[config.mk]
export PLATFORM = sky130hd
export DESIGN_NAME = alu_issue_stage
export DESIGN_NICKNAME = d
export VERILOG_FILES = /design/src/rtl/alu_issue_stage_pkg.sv /design/src/rtl/alu_op_decode.sv /design/src/rtl/alu_issue_stage.sv
export SDC_FILE = /design/constraint.sdc
export NUM_CORES = 1
export LEC_CHECK = 0
export CAP_MARGIN = 5
export CORE_MARGIN = 2
export CORE_UTILIZATION = 25
export DETAILED_ROUTE_END_ITERATION = 8
export GPL_ROUTABILITY_DRIVEN = 0
export GPL_TIMING_DRIVEN = 0
export SKIP_LAST_GASP = 1
export SYNTH_ARGS = -nofsm -noshare
export SYNTH_HDL_FRONTEND = slang
export SYNTH_HIERARCHICAL = 1
export SYNTH_SLANG_ARGS = --single-unit
[constraint.sdc]
create_clock -name clk -period 3 [get_ports clk]
set_clock_uncertainty 0.05 [all_clocks]
set_input_delay 0.6 -clock clk [delete_from_list [all_inputs] [get_ports clk]]
set_output_delay 0.6 -clock clk [all_outputs]
set_load 0.005 [all_outputs]
[src/rtl/alu_issue_stage_pkg.sv]
// Shared ALU definitions: operand width, ALU command codes and MIPS
// opcode/funct encodings. Used by the issue stage and the execute ALU.
package alu_issue_stage_pkg;

    localparam int ALU_DATA_WIDTH = 32;

    typedef enum logic [4:0] {
        ALU_ADD  = 5'd0,
        ALU_SUB  = 5'd1,
        ALU_AND  = 5'd2,
        ALU_OR   = 5'd3,
        ALU_XOR  = 5'd4,
        ALU_NOR  = 5'd5,
        ALU_SLT  = 5'd6,
        ALU_SLL  = 5'd7,
        ALU_SRL  = 5'd8,
        ALU_SRA  = 5'd9,
        ALU_SLTU = 5'd10
    } alu_op_e;

    // primary opcodes
    localparam logic [5:0] OP_RTYPE = 6'h00;
    localparam logic [5:0] OP_BEQ   = 6'h04;
    localparam logic [5:0] OP_BNE   = 6'h05;
    localparam logic [5:0] OP_ADDI  = 6'h08;
    localparam logic [5:0] OP_ADDIU = 6'h09;
    localparam logic [5:0] OP_SLTI  = 6'h0A;
    localparam logic [5:0] OP_SLTIU = 6'h0B;
    localparam logic [5:0] OP_ANDI  = 6'h0C;
    localparam logic [5:0] OP_ORI   = 6'h0D;
    localparam logic [5:0] OP_XORI  = 6'h0E;
    localparam logic [5:0] OP_LUI   = 6'h0F;
    localparam logic [5:0] OP_LW    = 6'h23;
    localparam logic [5:0] OP_SW    = 6'h2B;

    // R-type funct codes
    localparam logic [5:0] FN_SLL  = 6'h00;
    localparam logic [5:0] FN_SRL  = 6'h02;
    localparam logic [5:0] FN_SRA  = 6'h03;
    localparam logic [5:0] FN_SLLV = 6'h04;
    localparam logic [5:0] FN_SRLV = 6'h06;
    localparam logic [5:0] FN_SRAV = 6'h07;
    localparam logic [5:0] FN_ADD  = 6'h20;
    localparam logic [5:0] FN_ADDU = 6'h21;
    localparam logic [5:0] FN_SUB  = 6'h22;
    localparam logic [5:0] FN_SUBU = 6'h23;
    localparam logic [5:0] FN_AND  = 6'h24;
    localparam logic [5:0] FN_OR   = 6'h25;
    localparam logic [5:0] FN_XOR  = 6'h26;
    localparam logic [5:0] FN_NOR  = 6'h27;
    localparam logic [5:0] FN_SLT  = 6'h2A;
    localparam logic [5:0] FN_SLTU = 6'h2B;

    // lui is executed as a shift of the zero-extended immediate
    localparam logic [4:0] LUI_SHAMT = 5'd16;

endpackage

[src/rtl/alu_op_decode.sv]
// Combinational decode of an instruction plus register operands into an
// ALU command. Unrecognised encodings yield a harmless zero add.
module alu_op_decode
    import alu_issue_stage_pkg::*;
#(
    parameter int DATA_WIDTH = ALU_DATA_WIDTH
) (
    input  logic [31:0]           instr,
    input  logic [DATA_WIDTH-1:0] rs_data,
    input  logic [DATA_WIDTH-1:0] rt_data,
    output logic [4:0]            alu_op,
    output logic [4:0]            shamt,
    output logic [DATA_WIDTH-1:0] src1,
    output logic [DATA_WIDTH-1:0] src2,
    output logic                  illegal
);

    logic [5:0]            opcode;
    logic [5:0]            funct;
    logic [15:0]           imm;
    logic [DATA_WIDTH-1:0] imm_sext;
    logic [DATA_WIDTH-1:0] imm_zext;
    logic                  unused_fields;

    assign opcode   = instr[31:26];
    assign funct    = instr[5:0];
    assign imm      = instr[15:0];
    assign imm_sext = {{(DATA_WIDTH-16){imm[15]}}, imm};
    assign imm_zext = {{(DATA_WIDTH-16){1'b0}}, imm};
    // register index fields are consumed by the register file, not here
    assign unused_fields = ^instr[25:16];

    // decode opcode/funct into operation, operands and shift amount
    always_comb begin
        alu_op  = ALU_ADD;
        shamt   = '0;
        src1    = rs_data;
        src2    = rt_data;
        illegal = 1'b0;
        case (opcode)
            OP_RTYPE: begin
                case (funct)
                    FN_SLL:  begin alu_op = ALU_SLL; shamt = instr[10:6];  end
                    FN_SRL:  begin alu_op = ALU_SRL; shamt = instr[10:6];  end
                    FN_SRA:  begin alu_op = ALU_SRA; shamt = instr[10:6];  end
                    FN_SLLV: begin alu_op = ALU_SLL; shamt = rs_data[4:0]; end
                    FN_SRLV: begin alu_op = ALU_SRL; shamt = rs_data[4:0]; end
                    FN_SRAV: begin alu_op = ALU_SRA; shamt = rs_data[4:0]; end
                    FN_ADD, FN_ADDU: alu_op = ALU_ADD;
                    FN_SUB, FN_SUBU: alu_op = ALU_SUB;
                    FN_AND:  alu_op = ALU_AND;
                    FN_OR:   alu_op = ALU_OR;
                    FN_XOR:  alu_op = ALU_XOR;
                    FN_NOR:  alu_op = ALU_NOR;
                    FN_SLT:  alu_op = ALU_SLT;
                    FN_SLTU: alu_op = ALU_SLTU;
                    default: illegal = 1'b1;
                endcase
            end
            OP_ADDI, OP_ADDIU, OP_LW, OP_SW: begin
                alu_op = ALU_ADD;
                src2   = imm_sext;
            end
            OP_SLTI: begin
                alu_op = ALU_SLT;
                src2   = imm_sext;
            end
            OP_SLTIU: begin
                alu_op = ALU_SLTU;
                src2   = imm_sext;
            end
            OP_ANDI: begin
                alu_op = ALU_AND;
                src2   = imm_zext;
            end
            OP_ORI: begin
                alu_op = ALU_OR;
                src2   = imm_zext;
            end
            OP_XORI: begin
                alu_op = ALU_XOR;
                src2   = imm_zext;
            end
            OP_BEQ, OP_BNE: begin
                alu_op = ALU_SUB;
            end
            OP_LUI: begin
                alu_op = ALU_SLL;
                shamt  = LUI_SHAMT;
                src1   = '0;
                src2   = imm_zext;
            end
            default: illegal = 1'b1;
        endcase
        // illegal encodings must not leak register values downstream
        if (illegal) begin
            alu_op = ALU_ADD;
            shamt  = '0;
            src1   = '0;
            src2   = '0;
        end
    end

endmodule

[src/rtl/alu_issue_stage.sv]
// ID/EX issue stage: decodes the incoming instruction and holds the ALU
// command in a valid/ready pipeline register. Counts accepted illegal
// encodings for debug.
module alu_issue_stage
    import alu_issue_stage_pkg::*;
#(
    parameter int DATA_WIDTH = ALU_DATA_WIDTH,
    parameter int CNT_WIDTH  = 16
) (
    input  logic                  clk,
    input  logic                  rst,
    input  logic                  flush,
    input  logic                  in_valid,
    output logic                  in_ready,
    input  logic [31:0]           instr,
    input  logic [DATA_WIDTH-1:0] rs_data,
    input  logic [DATA_WIDTH-1:0] rt_data,
    output logic                  out_valid,
    input  logic                  out_ready,
    output logic [4:0]            ALUop,
    output logic [4:0]            shamt,
    output logic [DATA_WIDTH-1:0] src1,
    output logic [DATA_WIDTH-1:0] src2,
    output logic                  illegal,
    output logic [CNT_WIDTH-1:0]  illegal_cnt
);

    logic [4:0]            dec_alu_op;
    logic [4:0]            dec_shamt;
    logic [DATA_WIDTH-1:0] dec_src1;
    logic [DATA_WIDTH-1:0] dec_src2;
    logic                  dec_illegal;
    logic                  accept;
    logic                  cnt_sat;

    alu_op_decode #(
        .DATA_WIDTH (DATA_WIDTH)
    ) u_decode (
        .instr   (instr),
        .rs_data (rs_data),
        .rt_data (rt_data),
        .alu_op  (dec_alu_op),
        .shamt   (dec_shamt),
        .src1    (dec_src1),
        .src2    (dec_src2),
        .illegal (dec_illegal)
    );

    // the slot frees up in the same cycle the consumer takes the command
    assign in_ready = !out_valid || out_ready;
    assign accept   = in_valid && in_ready;
    assign cnt_sat  = (illegal_cnt == {CNT_WIDTH{1'b1}});

    // pipeline register and illegal counter: rst > flush > accept > drain
    always_ff @(posedge clk) begin
        if (rst) begin
            out_valid   <= 1'b0;
            ALUop       <= '0;
            shamt       <= '0;
            src1        <= '0;
            src2        <= '0;
            illegal     <= 1'b0;
            illegal_cnt <= '0;
        end else if (flush) begin
            out_valid <= 1'b0;
        end else if (accept) begin
            out_valid <= 1'b1;
            ALUop     <= dec_alu_op;
            shamt     <= dec_shamt;
            src1      <= dec_src1;
            src2      <= dec_src2;
            illegal   <= dec_illegal;
            if (dec_illegal && !cnt_sat) begin
                illegal_cnt <= illegal_cnt + 1'b1;
            end
        end else if (out_ready) begin
            out_valid <= 1'b0;
        end
    end

endmodule

* Word level (Yosys, flattened, before mapping)
Cells that the tools add are included.
** Word-level totals
- Register bits :: 92
- Output and inout port bits :: 93
** Operators by class
- Add/sub/neg operators :: 1
- Equal/unequal tests :: 28
- Muxes and demuxes :: 14
- Bitwise gates (word level) :: 1
- Reductions and logical operators :: 22
** Operators with widths (number)
- $mux W32 :: 3
- $eq A6 B6 Y1 const B :: 12
- $pmux W32 S2 :: 1
- $eq A6 B4 Y1 const B :: 8
- $pmux W4 S10 :: 1
- $pmux W5 S8 :: 1
- $eq A6 B3 Y1 const B :: 5
- $pmux W5 S2 :: 2
- $add A16 B1 Y16 const B :: 1
- $eq A16 B16 Y1 const B :: 1
- $reduce_or A16 Y1 :: 1
- $eq A6 B2 Y1 const B :: 2
- $logic_not A6 Y1 :: 2
- $reduce_or A12 Y1 :: 1
- $reduce_or A2 Y1 :: 6
- $mux W5 :: 2
- $reduce_or A3 Y1 :: 2
- $reduce_or A6 Y1 :: 1
- $reduce_or A4 Y1 :: 1
- $mux W1 :: 3
- $reduce_and A3 Y1 :: 1
- $logic_and A1 B1 Y1 :: 2
- $logic_not A1 Y1 :: 2
- $pmux W1 S2 :: 1
- 4 further kinds :: 4

* Logic depth before layout (Yosys ltp)
Gate-level depths: netlist of run 1.
- Word-level depth :: 6
- Gate-level depth with buffers :: 9

* By module
Netlist of run 1, hierarchy kept.
** By module, submodules not included
- alu_issue_stage :: instances 1, cells an instance 424, area an instance 3427.0 um2
- alu_op_decode :: instances 1, cells an instance 243, area an instance 1265.0 um2

* Least setup slack after synthesis of run 1
Ideal clock, no wire load.
- Path kind :: input port to flip-flop
- From :: input instr[0]
- To :: register illegal_cnt[15]
- Setup time :: 0.123 ns
- Arrival time :: 2.576 ns
- Data required time :: 2.827 ns
- Path slack :: 0.250 ns
- Stages on the path :: 9
- Path buffers :: 2
- Path through :: buf_4 mux2i_1 a2111oi_4 o311ai_4 buf_2 nand4_1 nor4_4 nand4_1 mux2_1
** Between the ends
- Cells in the longest elaborated chain, start to end :: 6
- Elaborated cells between the ends (all ways) :: 21
- Classes of those cells :: 15 x eq/ne; 2 x mux; 4 x reduce/logical
** RTL lines
- start, declared :: RTL line alu_issue_stage.sv:15 : input logic [31:0] instr,
- $eq A6 B2 Y1 (tied with other cells) :: RTL line alu_op_decode.sv:42 : case (funct)
- $reduce_or A16 Y1 (no source line) (*)
- $mux W1 (*) :: RTL line alu_op_decode.sv:42
- $pmux W1 S2 (*) :: RTL line alu_op_decode.sv:40 : case (opcode)
- named net dec_illegal :: RTL line alu_issue_stage.sv:32 : logic dec_illegal;
- $logic_and A1 B1 Y1 (*) :: RTL line alu_issue_stage.sv:73 : if (dec_illegal && !cnt_sat) begin
- $reduce_and A3 Y1 (no source line) (*)
- end signal, assigned :: RTL line alu_issue_stage.sv:74 : illegal_cnt <= illegal_cnt + 1'b1;
- end, declared :: RTL line alu_issue_stage.sv:25 : output logic [CNT_WIDTH-1:0] illegal_cnt
Mark *: on every way through the listed nets, which the timed path passes. The rest lies on a longest branch.
A chain may end at the register's enable or synchronous reset.

* Worst setup path after layout of run 1
- From :: input instr[5]
- To :: register illegal_cnt[15]
The elaborated chain is that of the path after synthesis.

==> results of run 1 <==
cells by family after synthesis:
group,share of synthesized area [%]
buf+inv,5.97
other cells,0.0799
xor+xnor,1.87
compound gates,16.4
fa+ha+maj,0.267
mux,1.97
flops,39.3
simple gates,34.2
worst paths after layout:
path / cells past startpoint / start / to
worst max register to register: 6 / illegal_cnt[0] / illegal_cnt[15]
worst max-delay path: 9 / instr[5] / illegal_cnt[15]
worst min register to register: 2 / src2[30] / src2[30]
worst min-delay path: 2 / src2[30] / src2[30]
layout make-up:
| type | instances | area, um2 | share of cell area, % |
|---|---|---|---|
| Sequential cell | 92 | 1840 | 25.6 |
| Clock inverter | 7 | 67.6 | 0.941 |
| Timing Repair Buffer | 190 | 1870 | 26.1 |
| Inverter | 6 | 22.5 | 0.314 |
| Tap cell | 234 | 293 | 4.08 |
| Buffer | 53 | 265 | 3.69 |
| Clock buffer | 9 | 225 | 3.14 |
| Multi-Input combinational cell | 516 | 2590 | 36.1 |
metal layers:
layer	part of all wire (%)	GRT usage, %	routed length, um
met5	0	0	0
met3	6.4	3.63	1060
met1	46	22.2	7760
met2	45	26.1	7510
met4	2.3	6.37	386
placed cells by master (no fill, tap or decap), types with 8 or more instances in the layout:
cell type                         Yosys  routed
sky130_fd_sc_hd__dfxtp_1             92      92
sky130_fd_sc_hd__nand2b_1             8       8
sky130_fd_sc_hd__xnor2_1             10      10
sky130_fd_sc_hd__a21oi_1             96      96
sky130_fd_sc_hd__buf_2               14      14
sky130_fd_sc_hd__nor2_1              71      70
sky130_fd_sc_hd__nand3_1             43      42
sky130_fd_sc_hd__clkbuf_16            0       9
sky130_fd_sc_hd__buf_4                3      12
sky130_fd_sc_hd__nor3_1              17      17
sky130_fd_sc_hd__clkbuf_1            31      30
sky130_fd_sc_hd__nand2_1            191     191
sky130_fd_sc_hd__clkdlybuf4s50_1      0     180
sequential cells by signal, indices dropped and copies added (netlist names):
signal,cells
ALUop,5
src2,32
illegal,1
out_valid,1
src1,32
shamt,5
illegal_cnt,16
Yosys cell counts (all sizes together) (3+ instances only):
library cell / instances
a211oi: 4
a21oi: 97
and2: 3
and3: 3
buf: 22
clkbuf: 31
dfxtp: 92
inv: 6
mux2i: 7
nand2: 191
nand2b: 8
nand3: 44
nand4: 6
nor2: 72
nor2b: 6
nor3: 18
nor4: 4
o21ai: 4
o22ai: 5
or2: 3
xnor2: 10
power by group through the flow:
stage / clock network [W] / registers [W] / logic, W
after detailed placement: 0 / 0.00128 / 0.000452
after floorplan: 0 / 0.00128 / 0.000214
after global placement: 0 / 0.00128 / 0.000453
final: 0.00113 / 0.00125 / 0.000466
after global routing: 0.00122 / 0.00125 / 0.000512
after CTS: 0.00117 / 0.00125 / 0.000457
repair_timing:
action,in CTS,in global routing
setup endpoints to repair,16,5
pin swaps,1,3
cloned,0,1
resized for setup,1,8
buffers inserted,1,8
endpoints found under the hold margin,0,0
critical path, cell delays in order:
cell and delay, ps:
sky130_fd_sc_hd__clkdlybuf4s50_1 560, sky130_fd_sc_hd__mux2i_2 280, sky130_fd_sc_hd__a2111oi_4 120, sky130_fd_sc_hd__o311ai_4 330
sky130_fd_sc_hd__buf_6 190, sky130_fd_sc_hd__nand4_1 130, sky130_fd_sc_hd__nor4_4 410, sky130_fd_sc_hd__nand4_1 150
sky130_fd_sc_hd__mux2_1 320
per-stage QoR:
stage | hold WS [ps] | area (um2) | instances | setup slack [ps]
2_1_floorplan | 403 | 4690 | 667 | 250
3_3_place_gp | 391 | 6790 | 1081 | -672
3_5_place_dp | 396 | 6790 | 1081 | -679
4_1_cts | 406 | 7090 | 1098 | 41.6
5_1_grt | 425 | 7180 | 1107 | -27.2
6_report | 403 | 7180 | 1107 | 82.2
==> results.tsv, run 1 <==
metric	value	unit
cell_rows	50	
post_cts_hold_buffers	0	
effective_utilization_at_floorplan	25.3	%
cts.clk_slew.worst_paths	70	ps
combinationalPowerShare	16.4	%
design.core.area	18600	um2
worstSkewPairLatency	350	ps
routed_wl	16700	um
first_iter_violations	223	
detail_route.drc_violations	0	
antenna_cells	0	
total_leakage_power	2.44	nW
cp-end-kind	flip-flop	
io-pin-count	194	
power.internal	0.00204	W
portBuffers	180	
post_synth_instance_area	4690	um2
postSynthRegisterBits	92	
slew_at_the_pin_closest_to_its_max_slew_limit	614	ps
hpwl	12500	um
cts_made_buffers	9	
synth_top_area_share	39.3	%
grt_pass1_vias	4791	
pwr-share-clk	39.6	%
netlist_top_cells_area	sky130_fd_sc_hd__dfxtp_1, sky130_fd_sc_hd__nand2_1, sky130_fd_sc_hd__a21oi_1	
final_min_period_over_clock_period	97.3	%
synthFlopType	sky130_fd_sc_hd__dfxtp_1	
antenna_violating_nets_left	0	
detailroute.via_count	5124	
die_h	141	um
tritoncts	done	
cts_buffer_depth	2	
grt_max_degree	19	
syn-num-nets	769	
yosys.area.top_type	sky130_fd_sc_hd__dfxtp_1	
type_of_element_launching_the_critical_path	primary input	
timing.final.max_slew_violations	0	
final_core_utilization	38.6	%
setup_violations	0	
fp.dieW	141	um
worst_ir_drop_vdd	0.000251	V
drive_above_1_share	7.33	%
critical_path_required	3190	ps
synth_enable_flop_cells	0	
first_pass_iters	4	
routed_wire_length_per_instance	15.1	um
grtUsageTotal	16.5	%
fin_nets	970	
status	complete, no violations	
power_frac_seq	43.9	%
die_area	19900	um2
relative_slew_slack	59.1	%
clock_sinks	92	
max_cap_viol_count	0	
antenna_found_initial	0	
yosysSeqAreaShare	39.3	%
fin_total_pwr	0.00284	W
critical_path_peak_fanout	5	
synth.distinct_cells	54	
final.fill_count	1932	
final_period_minus_worst_setup_slack	2920	ps
r2r_slack	1010	ps
min_path_type	flip-flop to flip-flop	
synth.avg_cell_area	7.03	um2
grt_first_pass_wirelength	25800	um
hold_viol	0	
globalRouteOverflowTotal	0	
synth_warnings	6	
p_sw_share	28.2	%
clockRootBuffer	sky130_fd_sc_hd__clkbuf_16	
asyncSetResetFlopFracSynth	0	%
postSynthCellCount	667	
cts_htree_levels	3	
worst-setup-path-type	primary input to flip-flop	
max_clock_freq	343	MHz
route.detailed.vias_per_inst	4.63	
syn2layout_area_growth	53.0	%
power.switching	0.000800	W
cell_area_power_density	396	nW/um2
final.setup.tns	0	ps
worst-endpoint-arrival	3100	ps
Note: power is estimated with default switching activity, not from simulation.
==> inputs of run 2 (changes only) <==
RECOVER_POWER = 25   (was not set)
==> run 2 against run 1 <==
  * Global-route usage is the same
  * Flip-flop and latch count is the same
  * Register-to-register slack is essentially flat
  * Worst setup slack lost 3.9 ps
  * Critical path depth is the same
  * Combinational power shrank 0.9%
  * Total power shrank 0.29%
  * Non-clock buffer count is the same
  * Count of clock-buffer cells in the layout is the same
  * Critical path type unchanged
==> results.tsv, run 2 (synthesized netlist as in run 1, its figures left out) <==
metric	value	unit
status	complete, no violations	
cell_rows	50	
die_h	141	um
reg.largest.list	src1: 32 flops, src2: 32 flops, illegal_cnt: 16 flops	
io-pin-count	194	
cts_htree_levels	3	
worst-endpoint-arrival	3110	ps
worstSkewPairLatency	350	ps
r2r_cells	6	
critical_path_required	3190	ps
worst_hold_startpoint	src2[30]	
worst_ir_drop_vdd	0.000249	V
setup_slack	78.2	ps
hpwl	12500	um
place_ws	-679	ps
power.switching	0.000796	W
grt_max_degree	19	
r2r_slack	1000	ps
design.core.area	18600	um2
clock_sinks	92	
route.detailed.vias_per_inst	4.64	
finalNonFillerCells	1107	
worst-setup-path-type	primary input to flip-flop	
r2r_startpoint	illegal_cnt[0]	
portBuffers	180	
power_frac_seq	44.1	%
routed_wire_length_per_instance	15.0	um
layout_commonest_cell	sky130_fd_sc_hd__nand2_1	
most_frequent_cells_in_the_layout	sky130_fd_sc_hd__nand2_1, sky130_fd_sc_hd__clkdlybuf4s50_1, sky130_fd_sc_hd__a21oi_1, sky130_fd_sc_hd__dfxtp_1, sky130_fd_sc_hd__nor2_1	
combinationalPowerShare	16.3	%
antenna_found_initial	0	
fin_nets	970	
final_core_utilization	38.6	%
cell_count_post_placement	1081	
p_sw_share	28.1	%
cp-end-kind	flip-flop	
cts.clk_slew.worst_paths	70	ps
setup.worst_path.end	illegal_cnt[15]	
first_pass_iters	4	
drive_above_1_share	7.33	%
final_min_period_over_clock_period	97.4	%
clockRootBuffer	sky130_fd_sc_hd__clkbuf_16	
cts_made_buffers	9	
hold_viol	0	
globalRouteOverflowTotal	0	
critical_path_peak_fanout	5	
routed_wl	16700	um
relative_slew_slack	59.1	%
grt_pass1_vias	4791	
worst_r2r_endpoint	illegal_cnt[15]	
power.internal	0.00204	W
die_area	19900	um2
hold_depth	2	
detailroute.via_count	5133	
cell_area_power_density	395	nW/um2
slew_at_the_pin_closest_to_its_max_slew_limit	613	ps
pwr-share-clk	39.6	%
cts_buffer_depth	2	
total_leakage_power	2.60	nW
worstSetupStartpoint	instr[5]	
syn2layout_area_growth	53.0	%
tritoncts	done	
effective_utilization_at_floorplan	25.3	%
fp.dieW	141	um
first_iter_violations	219	
post_cts_hold_buffers	0	
detail_route.drc_violations	0	
setup_violations	0	
timing.final.max_slew_violations	0	
max_clock_freq	342	MHz
final_period_minus_worst_setup_slack	2920	ps
min_path_type	flip-flop to flip-flop	
antenna_cells	0	
grt_first_pass_wirelength	25800	um
antenna_violating_nets_left	0	
grtUsageTotal	16.5	%
type_of_element_launching_the_critical_path	primary input	
max_cap_viol_count	0	
## run 2: changes by cell type in the layout (fill, tap and decap cells not counted)
| cell | before | now |
|---|---|---|
| sky130_fd_sc_hd__dlygate4sd3_1 | 0 | 46 |
| sky130_fd_sc_hd__clkdlybuf4s50_1 | 180 | 134 |
## run 2: worst min-delay path by stage
stage	endpoint	slack [ps]
after floorplan	ALUop[0]	400
after global placement	src1[4]	390
after detailed placement	src2[30]	400
after CTS	src2[30]	410
after global routing	src1[5]	420
final	src2[30]	400
## run 2: worst max-delay path, stage by stage
cell and delay [ps]:
sky130_fd_sc_hd__clkdlybuf4s50_1 560, sky130_fd_sc_hd__mux2i_2 280, sky130_fd_sc_hd__a2111oi_4 120, sky130_fd_sc_hd__o311ai_4 330, sky130_fd_sc_hd__buf_6 190, sky130_fd_sc_hd__nand4_1 130
sky130_fd_sc_hd__nor4_4 410, sky130_fd_sc_hd__nand4_1 150, sky130_fd_sc_hd__mux2_1 320
## run 2: cell type report
cell class | instances | area [um2]
multi-input combinational | 516 | 2590
fill | 1932 | 11400
timing repair buffer | 190 | 1870
tap | 234 | 293
inverter | 6 | 22.5
sequential | 92 | 1840
clock buffer | 9 | 225
buffer | 53 | 265
clock inverter | 7 | 67.6
## run 2: what timing repair did
| action | CTS | global route |
|---|---|---|
| endpoints found under the setup margin | 16 | 5 |
| setup buffers | 1 | 8 |
| gates resized for setup | 1 | 8 |
| pin swaps | 1 | 3 |
| cloned | 0 | 1 |
## run 2: metrics by stage
step	TNS, ps	power (W)	instance area [um2]	hold WS (ps)
after floorplan	0	0.00149	4690	403
after global placement	-8420	0.00173	6790	391
after detailed placement	-8240	0.00173	6790	396
after CTS	0	0.00287	7090	406
after global routing	-27.2	0.00298	7180	422
final	0	0.00283	7180	403
## run 2: routing by layer
layer	vias up	GRT usage, %	wire length (um)
met5	-	0	0
met4	0	6.37	380
met3	22	3.63	1080
met2	152	26.1	7530
met1	2322	22.2	7680
li1	2637	-	-
## run 2: power groups by stage
stage          clock [W]  sequential [W]  combinational, W
6_report         0.00112         0.00125          0.000462
4_1_cts          0.00117         0.00125          0.000457
5_1_grt          0.00122         0.00125          0.000508
3_3_place_gp           0         0.00128          0.000453
3_5_place_dp           0         0.00128          0.000452
2_1_floorplan          0         0.00128          0.000214
==> inputs of run 3 (changes only) <==
CORE_ASPECT_RATIO = 0.7   (was not set)
clock period = 3.3 ns   (was 3 ns; I/O delays follow)
==> run 3 against run 2 <==
  * Count of clock-buffer cells in the layout grew 1
  * Via count rose by 1.3%
  * Sequential share of layout area up 0.38 points
  * Final cell count is 0.72% lower
  * Cell area down 1.5%
  * Clock power down 11%
  * Flip-flop and latch count unchanged
  * First-iteration DRC count up 110%
  * Hold slack got worse by 2.1 ps
  * Combinational power down 9.3%
  * Worst setup slack improved by 180 ps
  * Non-clock buffer count down 9
  * Critical endpoint unchanged
==> results.tsv, run 3 (synthesized netlist as in run 1, its figures left out) <==
metric	value	unit
slew_at_the_pin_closest_to_its_max_slew_limit	772	ps
io-pin-count	194	
globalRouteOverflowTotal	0	
post_cts_hold_buffers	0	
hold_viol	0	
fp.dieW	168	um
drive_above_1_share	5.68	%
final_min_period_over_clock_period	92.1	%
clockRootBuffer	sky130_fd_sc_hd__clkbuf_16	
critical_path_required	3480	ps
timing.final.max_slew_violations	0	
cts.clk_slew.worst_paths	70	ps
first_iter_violations	451	
fin_nets	961	
clock_sinks	92	
holdWs	401	ps
setup_violations	0	
worstPathBufferInverterCount	2	
detailroute.via_count	5202	
relative_slew_slack	48.3	%
finalNonFillerCells	1099	
worst_ir_drop_vdd	0.000227	V
grt_max_degree	16	
antenna_violating_nets_left	0	
detail_route.drc_violations	0	
most_frequent_cells_in_the_layout	sky130_fd_sc_hd__nand2_1, sky130_fd_sc_hd__clkdlybuf4s50_1, sky130_fd_sc_hd__a21oi_1, sky130_fd_sc_hd__dfxtp_1, sky130_fd_sc_hd__nor2_1	
portBuffers	180	
setup_slack	262	ps
max_cap_viol_count	0	
timing.critical_path.max_delay_family	buffers and inverters	
antenna_cells	0	
worst-endpoint-arrival	3220	ps
grtUsageTotal	17.6	%
cp-end-kind	flip-flop	
total_leakage_power	2.54	nW
tritoncts	done	
cell_area_power_density	360	nW/um2
worstSkewPairLatency	340	ps
cell_count_post_placement	1083	
routed_wl	17600	um
syn2layout_area_growth	50.8	%
routed_wire_length_per_instance	16.1	um
antenna_found_initial	0	
layout.cell_area.non_filler	7080	um2
worst_path_most_repeated_cell	sky130_fd_sc_hd__nand4_1	
crit_slowest_cell	sky130_fd_sc_hd__clkdlybuf4s50_1	
die_h	119	um
worstPathCellList	clkdlybuf4s50_1 -> mux2i_1 -> a2111oi_4 -> o311ai_4 -> buf_4 -> nand4_1 -> nor4_4 -> nand4_1 -> mux2_1	
rsz0062_at_grt	false	
min_path_type	flip-flop to flip-flop	
cts_made_buffers	9	
max_clock_freq	329	MHz
grt_first_pass_wirelength	27200	um
worst_path_largest_cell_delay	550	ps
route.detailed.vias_per_inst	4.73	
layout_commonest_cell	sky130_fd_sc_hd__nand2_1	
type_of_element_launching_the_critical_path	primary input	
cts_htree_levels	3	
first_pass_iters	5	
cts_buffer_depth	2	
die_area	19900	um2
critical_path_peak_fanout	12	
place_ws	-523	ps
reg.largest.list	src1: 32 flops, src2: 32 flops, illegal_cnt: 16 flops	
dpl-instance-area	6790	um2
worst-setup-path-type	primary input to flip-flop	
cell_rows	41	
grt_pass1_vias	4786	
final_period_minus_worst_setup_slack	3040	ps
hpwl	13100	um
status	complete, no violations	
design.core.area	18200	um2
effective_utilization_at_floorplan	25.8	%
-- run 3: cell count changes in the layout (fill, tap and decap cells not counted), sizes merged --
cell / delta
buf: -9
inv: -2
clkbuf: +1
clkinv: -1
clkinvlp: +1
-- run 3: final cells by class --
cell class,count,area (um2)
fillers,1881,11100
multi-input cells,516,2570
flip-flops and latches,92,1840
repair buffers,181,1810
well taps,236,295
plain buffers,53,260
clock buffers,10,239
clock inverters,5,37.5
inverters,6,22.5
-- run 3: report_power, final --
part	total [W]	switching (W)	internal, W
Sequential	0.00114	0.0000105	0.00113
Combinational	0.000419	0.000227	0.000193
Clock	0.000993	0.000462	0.000530
Total	0.00255	0.000700	0.00185
-- run 3: stage by stage --
step                      utilization, %  TNS (ps)  power [W]
after global routing                38.9         0    0.00266
after global placement              37.3     -5280    0.00158
final                               38.9         0    0.00255
after CTS                           38.9         0    0.00260
after floorplan                        -         0    0.00136
after detailed placement            37.3     -5630    0.00158
-- run 3: repair_timing --
item / CTS / global route
endpoints found under the hold margin: 0 / 0
buffers inserted: 1 / 0
resized for setup: 1 / 0
setup endpoints to repair: 5 / 0
-- run 3: final timing paths --
kind,startpoint,to,slack (ps),depth (start not counted)
hold / removal,src1[29],src1[29],400,2
setup reg to reg,illegal_cnt[1],illegal_cnt[15],1270,6
hold reg to reg,src1[29],src1[29],400,2
setup / recovery,instr[5],illegal_cnt[15],260,9
-- run 3: worst min-delay path: cells and delay by family (launching register included) --
family / cells / cell delay, ps
compound gates: 1 / 50
flops: 1 / 310
simple gates: 1 / 50
-- run 3: routing by layer --
| metal | track usage, % | share of wire [%] | up-vias |
|---|---|---|---|
| met5 | 0 | 0 | - |
| met4 | 3.10 | 0.82 | 0 |
| met3 | 4.96 | 6.7 | 10 |
| met2 | 24.3 | 40 | 171 |
| met1 | 26.8 | 53 | 2397 |
| li1 | - | - | 2624 |
